[src/rtl/spi_pkg.sv]
// Shared types for the SPI minion endpoint.
package spi_pkg;
  typedef enum logic [1:0] {WAIT_IDLE, IDLE, ACTIVE, FRAME_END} state_t;
endpackage

[src/rtl/spi_minion_sync.sv]
// Two-flop synchronizer with a trailing flop for edge detection on the synced value.
module spi_minion_sync #(
  parameter logic RST_VAL = 1'b0
) (
  input  logic clk,
  input  logic reset,
  input  logic d,
  output logic sync,
  output logic rise,
  output logic fall
);
  logic s1, s2, prev;

  always_ff @(posedge clk or posedge reset) begin
    if (reset) begin
      s1   <= RST_VAL;
      s2   <= RST_VAL;
      prev <= RST_VAL;
    end else begin
      s1   <= d;
      s2   <= s1;
      prev <= s2;
    end
  end

  assign sync = s2;
  assign rise = s2 & ~prev;
  assign fall = ~s2 & prev;
endmodule

[src/rtl/spi_minion.sv]
// SPI mode-0 minion: deframes mosi words onto send, shifts a preloaded recv word out on miso.
module spi_minion
  import spi_pkg::*;
#(
  parameter int nbits = 32
) (
  input  logic             clk,
  input  logic             reset,
  input  logic             cs,
  input  logic             sclk,
  input  logic             mosi,
  output logic             miso,
  input  logic             recv_val,
  output logic             recv_rdy,
  input  logic [nbits-1:0] recv_msg,
  output logic             send_val,
  input  logic             send_rdy,
  output logic [nbits-1:0] send_msg,
  output logic             overflow
);
  localparam int CW = $clog2(nbits + 2);
  localparam logic [CW-1:0] CNT_FULL = CW'(nbits);
  localparam logic [CW-1:0] CNT_SAT  = CW'(nbits + 1);

  logic cs_sync, cs_rise, cs_fall;
  logic sclk_sync, sclk_rise, sclk_fall;
  logic mosi_sync, mosi_rise, mosi_fall;
  logic unused_sync;

  spi_minion_sync #(.RST_VAL(1'b1)) u_cs (
    .clk(clk), .reset(reset), .d(cs), .sync(cs_sync), .rise(cs_rise), .fall(cs_fall));
  spi_minion_sync #(.RST_VAL(1'b0)) u_sclk (
    .clk(clk), .reset(reset), .d(sclk), .sync(sclk_sync), .rise(sclk_rise), .fall(sclk_fall));
  spi_minion_sync #(.RST_VAL(1'b0)) u_mosi (
    .clk(clk), .reset(reset), .d(mosi), .sync(mosi_sync), .rise(mosi_rise), .fall(mosi_fall));

  assign unused_sync = ^{sclk_sync, mosi_rise, mosi_fall};

  state_t           state, state_nx;
  logic [nbits-1:0] tx_sr, rx_sr, tx_buf;
  logic             tx_valid;
  logic [CW-1:0]    cnt;

  always_ff @(posedge clk or posedge reset) begin
    if (reset) state <= WAIT_IDLE;
    else       state <= state_nx;
  end

  always_comb begin
    state_nx = state;
    case (state)
      WAIT_IDLE: if (cs_sync) state_nx = IDLE;
      IDLE:      if (cs_fall) state_nx = ACTIVE;
      ACTIVE:    if (cs_rise) state_nx = FRAME_END;
      FRAME_END: state_nx = IDLE;
      default:   state_nx = WAIT_IDLE;
    endcase
  end

  assign recv_rdy = ~tx_valid;
  assign miso     = (state == ACTIVE) & tx_sr[nbits-1];

  always_ff @(posedge clk or posedge reset) begin
    if (reset) begin
      tx_sr    <= '0;
      rx_sr    <= '0;
      tx_buf   <= '0;
      tx_valid <= 1'b0;
      cnt      <= '0;
      send_val <= 1'b0;
      send_msg <= '0;
      overflow <= 1'b0;
    end else begin
      if (send_val && send_rdy) send_val <= 1'b0;
      case (state)
        IDLE: if (cs_fall) begin
          tx_sr    <= tx_valid ? tx_buf : '0;
          tx_valid <= 1'b0;
          cnt      <= '0;
        end
        ACTIVE: begin
          if (sclk_rise) begin
            rx_sr <= {rx_sr[nbits-2:0], mosi_sync};
            if (cnt != CNT_SAT) cnt <= cnt + 1'b1;
          end
          if (sclk_fall) tx_sr <= {tx_sr[nbits-2:0], 1'b0};
        end
        FRAME_END: if (cnt == CNT_FULL) begin
          // A word still held (even one being handshaken now) means this one is lost.
          if (!send_val) begin
            send_msg <= rx_sr;
            send_val <= 1'b1;
          end else begin
            overflow <= 1'b1;
          end
        end
        default: ;
      endcase
      // After the frame-start clear so a coincident load survives for the next frame.
      if (recv_val && recv_rdy) begin
        tx_buf   <= recv_msg;
        tx_valid <= 1'b1;
      end
    end
  end
endmodule

[config.mk]
export PLATFORM = sky130hd
export DESIGN_NAME = spi_minion
export DESIGN_NICKNAME = d
export VERILOG_FILES = /design/src/rtl/spi_pkg.sv /design/src/rtl/spi_minion_sync.sv /design/src/rtl/spi_minion.sv
export SDC_FILE = /design/constraint.sdc
export NUM_CORES = 1
export LEC_CHECK = 0
export ABC_AREA = 0
export BUFFER_PORTS_ARGS = -buffer_cell sky130_fd_sc_hd__buf_2
export CAP_MARGIN = 20
export CORE_MARGIN = 10
export CORE_UTILIZATION = 45
export CTS_CLUSTER_SIZE = 12
export DETAILED_ROUTE_END_ITERATION = 8
export PLACE_DENSITY = 0.76
export SYNTH_ARGS = -nofsm -noshare
export SYNTH_HDL_FRONTEND = slang
export SYNTH_SLANG_ARGS = --single-unit
export TNS_END_PERCENT = 50
[constraint.sdc]
create_clock -name clk -period 13.9 [get_ports clk]
set_input_delay 2.085 -clock clk [delete_from_list [all_inputs] [get_ports clk]]
set_output_delay 2.085 -clock clk [all_outputs]
set_load 0.005 [all_outputs]
==> results.txt <==
The static leakage is approximately 3.6 nW. The run finished with clean final reports. In the routed layout, each cell is associated on average with a via count of between 5 and 6. The clock sink total came out at between 100 and 150.

The time the final worst path needs with I/O delays and setup came out at 3.506 ns. The final routed DRC violation total is 0. Headroom to the max-slew limit came out at roughly two fifths. The row count is 42. Leaving out fill and tap cells, the most frequent cell in the layout is dfrtp_1. The clock tree buffer depth is 2. Across all layers, the routed design uses around 3800 vias.

75 I/O pins were placed. The number of antenna violations at the first check in global routing is 0. Compared with the post-synthesis result, the final layout area differs by 17.01%.

In the synthesized netlist the async set-or-reset flop fraction comes to 100.0%. In the synthesized netlist the dominant register cell turns out to be dfrtp_1. The final global-route overflow total is 0. The overall routed net length is 11.16 mm. Power spread over the standard cell area amounts to 194.7 nW/um^2. TritonCTS built the clock tree. The area of the die is ~19000 um^2. The arrival time reported for the critical path endpoint is ~1.4 ns. The horizontal die dimension is around 140 um. The die is 137.7 um tall. In this run the tool buffered the top-level ports with between 70 and 80 buffer cells.

The post-synth net total is 542. The first global-routing pass estimated around 19 mm of wire. The cell area that synthesis handed to floorplanning was between 6000 and 7000 um^2.

For this design, the CTS-stage hold fixing added 0 buffers. Together, buffers and inverters on the worst path number 2. The global-route usage over all layers is approximately an eighth. Leaving out fill and tap cells, the most frequent cells in the layout are dfrtp_1 (144), buf_2 (74), mux2_2 (65). The slowest stage of the critical path belongs to the cell dfrtp_1.

The part of the Yosys area used for sequential elements is 59.12%. Synthesis inferred ~150 register bits. The via count of the first global-routing pass came out at between 3000 and 4000. The maximum fanout along the worst path came out at 4. The class of the worst hold path is reg2reg.

The maximum vdd ir drop came out at 0.1107 mV. The signal on the critical path passes through inv_1, ha_2, and2_1, buf_2. The count of H-tree levels built during CTS came out at 4.

The net count of the finished layout is a little over 600. The count of antenna diodes in the layout came out at 0. Setup repair after global routing left no endpoint under its margin. The number of warning messages in the yosys log is 0. The core occupancy in the finished layout is 54.39%. Summed over all nets, the half-perimeter wirelength after detailed placement is ~7.4 mm. The gate count after technology mapping is between 400 and 500. The number of hold violations in the final report came out at 0. The core region is between 10000 and 15000 um^2. Once the floorplan was initialized, standard cells occupied between 40% and 50% of the core. The maximum number of pins on one net before global-route repair is between 70 and 80.

The highest achievable clock rate came out at ~290 MHz. Of the available clock period, the critical path in the final layout requires about a quarter. STA classifies the critical path startpoint as a flip-flop.

The count of final max-slew check failures came to 0. The number of iterations in the first detailed-routing pass came out at 4. The required time at the worst-slack endpoint came out at 11.81 ns. The worst stage delay on the critical path came out at around 0.42 ns.

The reported max-cap violation count is 0. The worst setup path is of the reg2out kind. The clock latency reported for the late side of the worst-skew pair is 0.42 ns. The post-CTS resize count came out at 0. The count of distinct cell types in the synthesized netlist came out at 40. The number of DRC violations after detailed-routing iteration 0 is between 200 and 250. The worst setup skew after layout came out at 0.009487 ns. The root buffer cell chosen for the clock tree is clkbuf_16. The number of enable-type register cells in the synthesized netlist came out at 0. The number of setup violations in the final report came out at 0. A synthesized cell averages approximately 13 um^2.

STA classifies the critical path endpoint as a primary output. The routed wirelength normalized by instance count is 14.82 um. The final weighted congestion of routability-driven global placement came out at between 0.7 and 0.8. The clock input transition at the sequential cells of the worst setup and hold paths came out at 0.06 ns.

The family of cells with the greatest summed delay on the critical path is flip-flops. The worst-margin pin slew is roughly 0.9 ns. The remaining antenna violation count is 0. The count of filler cells inserted in the layout is approximately 1100.

Setup total negative slack on the finished layout was measured at 0 ns. TritonCTS created 17 clock buffers. The layout cell share with drive strength beyond 1 came out at 37.44%. The buffers inserted during post-CTS setup optimization is 0.
kinds of logic after synthesis:
family	synth area share, %
simple gates	9.161
mux	19.67
flops	59.12
buf+inv	3.415
fa+ha+maj	1.607
compound gates	7.031
sequential cells by signal, indices dropped and copies added (netlist names), 2 cells and up:
name / flops
send_msg: 32
tx_buf: 32
state: 2
tx_sr: 32
cnt: 6
rx_sr: 32
synth_stat cells (all sizes together), types with 4 or more instances:
cell type	count	share of area [%]
buf	17	2.1
mux2	97	19
inv	10	0.60
ha	8	1.6
nand2	35	2.1
nand3	4	0.52
dfrtp	144	58
a21oi	63	5.1
clkbuf	12	0.72
nand2b	4	0.40
nor2	65	4.2
power breakdown:
group          total [mW]  internal (mW)  switching, mW  leakage, nW
Clock               0.452          0.270          0.182        0.279
Combinational       0.365          0.156          0.210         1.43
Sequential          0.601          0.540         0.0616         1.87
Total                1.42          0.966          0.453         3.58
path summary, 6_finish.rpt:
| path | startpoint | endpoint | slack, ns | cells after the start |
|---|---|---|---|---|
| max | state[0] | miso | 10.39 | 4 |
| min | u_mosi.s1 | u_mosi.sync | 0.35 | 0 |
| max reg2reg | state[0] | tx_sr[14] | 11.40 | 8 |
| min reg2reg | u_mosi.s1 | u_mosi.sync | 0.35 | 0 |
| max in group asynchronous | reset | rx_sr[8] | 10.75 | 3 |
| min in group asynchronous | reset | tx_buf[26] | 1.75 | 2 |
final cells by class:
type / instances / area (um^2) / share of cell area (%)
Clock inverter: 14 / 152.6 / 2.094
Inverter: 10 / 42.54 / 0.5837
Multi-Input combinational cell: 309 / 2344 / 32.15
Clock buffer: 18 / 439.2 / 6.026
Tap cell: 176 / 220.2 / 3.021
Sequential cell: 147 / 3682 / 50.52
Timing Repair Buffer: 79 / 407.9 / 5.597
stage by stage:
| stage | hold slack (ns) | instance area (um^2) | setup WS, ns | instances | power [mW] |
|---|---|---|---|---|---|
| 2_1_floorplan | 0.3312 | 6228 | 7.869 | 495 | 0.8989 |
| 3_3_place_gp | 0.3356 | 6696 | 10.32 | 721 | 0.9501 |
| 3_5_place_dp | 0.3428 | 6696 | 10.24 | 721 | 0.9760 |
| 4_1_cts | 0.3561 | 7288 | 10.37 | 753 | 1.436 |
| 5_1_grt | 0.3611 | 7288 | 10.31 | 753 | 1.521 |
| 6_report | 0.3539 | 7288 | 10.39 | 753 | 1.419 |
per-layer routing:
layer	GRT usage [%]	up-vias	share of wire, %
li1	-	1849	-
met1	16.05	1884	46
met2	19.05	83	47
met3	4.370	19	6.3
met4	5.738	0	1.7
met5	0	-	0
(Power assumes the default switching activity.)
